### src/rtl/latch_bank.sv
// Multi-channel double-buffered enable latch: per-channel shadows, atomic commit,
// lock to freeze outputs, and a coalescing valid/ready change report.

module latch_lane #(
   parameter int                   DATA_SIZE = 5,
   parameter logic [DATA_SIZE-1:0] RESET_VAL = '0
) (
   input  logic                 clk,
   input  logic                 rst,
   input  logic                 wr_en,
   input  logic [DATA_SIZE-1:0] wr_data,
   input  logic                 apply,
   output logic                 chg,
   output logic [DATA_SIZE-1:0] data_out
);
   logic [DATA_SIZE-1:0] shadow;

   // chg compares the pre-write shadow, so a same-cycle write never counts
   assign chg = (shadow != data_out);

   always_ff @(posedge clk) begin
      if (!rst) begin
         shadow   <= RESET_VAL;
         data_out <= RESET_VAL;
      end else begin
         if (wr_en) shadow   <= wr_data;
         if (apply) data_out <= shadow;
      end
   end
endmodule

module latch_bank #(
   parameter int                   DATA_SIZE = 5,
   parameter int                   CHANNELS  = 4,
   parameter logic [DATA_SIZE-1:0] RESET_VAL = '0
) (
   input  logic                          clk,
   input  logic                          rst,
   input  logic [CHANNELS-1:0]           wr_en,
   input  logic [CHANNELS*DATA_SIZE-1:0] wr_data,
   input  logic                          commit,
   input  logic                          lock_set,
   input  logic                          lock_clr,
   output logic [CHANNELS*DATA_SIZE-1:0] data_out,
   output logic                          upd_valid,
   input  logic                          upd_ready,
   output logic [CHANNELS-1:0]           upd_mask,
   output logic                          locked,
   output logic                          dropped
);
   typedef enum logic {IDLE, PEND} state_t;

   state_t              state;
   logic [CHANNELS-1:0] chg;
   logic [CHANNELS-1:0] kept_mask;
   logic                apply;
   logic                accept;

   assign apply     = commit & ~locked;
   assign accept    = upd_valid & upd_ready;
   assign kept_mask = accept ? '0 : upd_mask;
   assign upd_valid = (state == PEND);

   for (genvar g = 0; g < CHANNELS; g++) begin : g_lane
      latch_lane #(.DATA_SIZE(DATA_SIZE), .RESET_VAL(RESET_VAL)) u_lane (
         .clk      (clk),
         .rst      (rst),
         .wr_en    (wr_en[g]),
         .wr_data  (wr_data[g*DATA_SIZE +: DATA_SIZE]),
         .apply    (apply),
         .chg      (chg[g]),
         .data_out (data_out[g*DATA_SIZE +: DATA_SIZE])
      );
   end

   always_ff @(posedge clk) begin
      if (!rst) begin
         state    <= IDLE;
         upd_mask <= '0;
         locked   <= 1'b0;
         dropped  <= 1'b0;
      end else begin
         dropped <= commit & locked;
         if (lock_set)      locked <= 1'b1;
         else if (lock_clr) locked <= 1'b0;
         // a new change wins over acceptance so no update is ever lost
         if (apply && (chg != '0)) begin
            state    <= PEND;
            upd_mask <= chg | kept_mask;
         end else if (accept) begin
            state    <= IDLE;
            upd_mask <= '0;
         end
      end
   end
endmodule

### config.mk
export PLATFORM = sky130hd
export DESIGN_NAME = latch_bank
export DESIGN_NICKNAME = d
export VERILOG_FILES = /design/src/rtl/latch_bank.sv
export SDC_FILE = /design/constraint.sdc
export NUM_CORES = 1
export LEC_CHECK = 0
export ABC_AREA = 1
export ABC_CLOCK_PERIOD_IN_PS = 1490
export BUFFER_PORTS_ARGS = -buffer_cell sky130_fd_sc_hd__buf_2
export CAP_MARGIN = 20
export CORE_MARGIN = 3
export CORE_UTILIZATION = 29
export CTS_BUF_LIST = sky130_fd_sc_hd__clkbuf_4 sky130_fd_sc_hd__clkbuf_8
export DETAILED_ROUTE_END_ITERATION = 8
export PLACE_DENSITY = 0.58
export SYNTH_ARGS = -nofsm -noshare
export SYNTH_HDL_FRONTEND = slang
export SYNTH_SLANG_ARGS = --single-unit
### constraint.sdc
create_clock -name clk -period 1.49 [get_ports clk]
set_clock_uncertainty 0.2 [all_clocks]
set_input_delay 0.447 -clock clk [delete_from_list [all_inputs] [get_ports clk]]
set_output_delay 0.447 -clock clk [all_outputs]
set_load 0.02 [all_outputs]
==> impl_results.md <==
* Status: complete, no violations
* Antenna violations before repair at 0
* Diodes inserted at 0
* Synth unique cells at 12
* Tcrit/Tclk final at 97.94%
* Total of max-cap violations at 0
* Req. time, crit path at 0.84 ns
* Worst Setup End Kind: primary output
* Hold buffers post-CTS at 0
* GP Congestion at 0.7468
* Wire per inst at 11.07 um
* Clock root buffer master: clkbuf_8
* Io pins at 57
* Critical path arrival at 0.81 ns
* Num CTS Buffers at 5
* Yosys reg bits at 47
* Top cells by area, synth: dfxtp_1, o21ai_0, nand2_1
* Layout area overhead at 34.34%
* Largest net degree at the start of global routing at 22
* Core Area at 6166 um2
* Ys Warns at 0
* Leak at 1.220 nW
* CP Cell Sequence: buf_4
* CP Class: register to primary output
* Die area at 7607 um2
* R2R Setup Slk at 0.05 ns
* GR Overflow Total at 0
* Final hold vios at 0
* Post-synthesis cell count at 272
* ANT nets after route at 0
* PwrDens at 1073 nW/um2
* Relative slew slack at 78.92%
* First-pass GRT wire length at 7493 um
* Row count at 28
* H-Tree Depth at 2
* Number of vias per cell at 4.403
* Register area share after synthesis at 49.18%
* Worst-margin pin slew at 0.3159 ns
* CP Buf/Inv Count at 1
* Tot Pwr at 2.756 mW
* Vias at 1801
* Crit path time final at 1.459 ns
* Number of nets in the layout at 363
* Max Fclk at 685.3 MHz
* Clk buf depth at 2
* RSZ-0062 raised after global routing: true
* Max Slew Vio Count at 0
* IO buf count at 56
* Area leader, netlist: dfxtp_1
* All-Layer GR Usage at 12.50%
* CP top delay family: flip-flops
* Yosys top cell area share at 49.18%
* Highest-delay cell along the critical path: dfxtp_1
* CP peak stage delay at 0.36 ns
* Overall die width at 87.22 um
* DRT Pass-1 Iters at 4
* DP Wirelength at 3257 um
* Clock insertion delay at the later pin of the skew report at 0.30 ns
* Synthesized Nets at 302
* Detailed Route WL at 4528 um
* DRT iter0 DRCs at 60
* Die H at 87.22 um
* Tightest Hold Check Type: primary input to register
* Syn_area_per_cell at 7.033 um2
* Share of cells above drive strength 1 at 32.34%
* Vias in the first global route at 1647
* Startpoint Class: register
* Util after Layout at 41.68%
* Worst-path maximum fanout at 2
* Endpoints failing setup at 0
* Initial Util at 31.03%
* Synth Cell Area at 1913 um2
* Clock slew seen by the registers of the worst setup and hold paths at 0.08 ns
* Remaining DRCs at 0
* CTS tree: yes
* Setup TNS at 0 ns
* Clk sinks at 47
* Worst VDD drop at 0.6301 mV
## layout make-up
| type | instances | area, um2 |
|---|---|---|
| clock inverter | 1 | 5.005 |
| tap | 75 | 93.84 |
| timing repair buffer | 62 | 446.7 |
| clock buffer | 7 | 83.83 |
| sequential | 47 | 979.7 |
| multi-input combinational | 180 | 822.0 |
| inverter | 37 | 138.9 |
| fill | 649 | 3596 |
## synth_stat cells
cell type  number
dfxtp_1        47
xor2_1          1
buf_2           4
nor3_1          1
nor2_1         48
o21ai_0        40
xnor2_1         4
nand2_1        49
inv_1          37
nand3_1         6
a21oi_1        31
clkbuf_1        4
## cells in the final DEF (no fill, tap or decap), drive strengths merged
cell and instances:
xor2 1, xnor2 4, nor3 1, nand3 6
o21ai 40, a21oi 31, nand2 49, clkbuf 7
inv 37, dfxtp 47, buf 62, clkinv 1
nor2 48
## per-layer routing
metal | GRT usage [%] | wire length (um) | part of all wire (%) | up-vias
met5 | 0 | 0 | 0 | -
met4 | 5.439 | 89 | 2.0 | 0
met3 | 3.217 | 246 | 5.4 | 7
met2 | 19.94 | 2035 | 45 | 44
met1 | 15.91 | 2157 | 48 | 775
li1 | - | - | - | 975
## worst register-to-register path: stages, from the launching register on
cell     delay (ns)
dfxtp_2        0.37
inv_1          0.04
nand2_1        0.05
nand2_1        0.06
nor2_2         0.14
nand3_2        0.11
nor2_1         0.11
nand2_1        0.09
nand3_1        0.09
a21oi_1        0.06
## path summary, 6_finish.rpt
kind                            depth (start not counted)                    startpoint                            to
worst max-delay path                                    1                   upd_mask[2]                   upd_mask[2]
worst min-delay path                                    3                      lock_set                        locked
worst max register to register                          9  g_lane[0].u_lane.data_out[3]                   upd_mask[2]
worst min register to register                          2    g_lane[1].u_lane.shadow[3]  g_lane[1].u_lane.data_out[3]
## stage by stage
stage                     hold WS (ns)  cells  worst slack (ns)  area (um2)
final                           0.1578    409           0.03074        2570
after global routing            0.1756    409          -0.09313        2570
after CTS                       0.1513    408          0.003527        2490
after global placement          0.2636    400          -0.03222        2330
after detailed placement        0.2685    400          -0.05131        2330
after floorplan                 0.2555    272           0.09990        1913
## cell families (layout without fill, tap and decap cells)
family / count (synthesis) / in the layout / share of synthesized area [%]
XOR/XNOR: 5 / 5 / 2.289
AO/OA/AOI/OAI: 71 / 71 / 18.57
buffers and inverters: 45 / 107 / 9.091
flip-flops: 47 / 47 / 49.18
AND/OR/NAND/NOR: 104 / 104 / 20.86
## report_power, final
group | internal, mW | switching, mW | leakage [nW]
registers | 1.36 | 0.0776 | 0.399
clock network | 0.367 | 0.422 | 0.0491
logic | 0.236 | 0.294 | 0.772
## flip-flops by register name, summed over array words and instances (netlist names)
name                    count
upd_mask                    4
g_lane.u_lane.shadow       20
locked                      1
dropped                     1
upd_valid                   1
g_lane.u_lane.data_out     20
## timing repair
action / in CTS / in global routing
setup buffers: 0 / 1
pin swaps: 0 / 7
resized for setup: 37 / 33
setup endpoints to repair: 24 / 18
(Power assumes the default switching activity.)
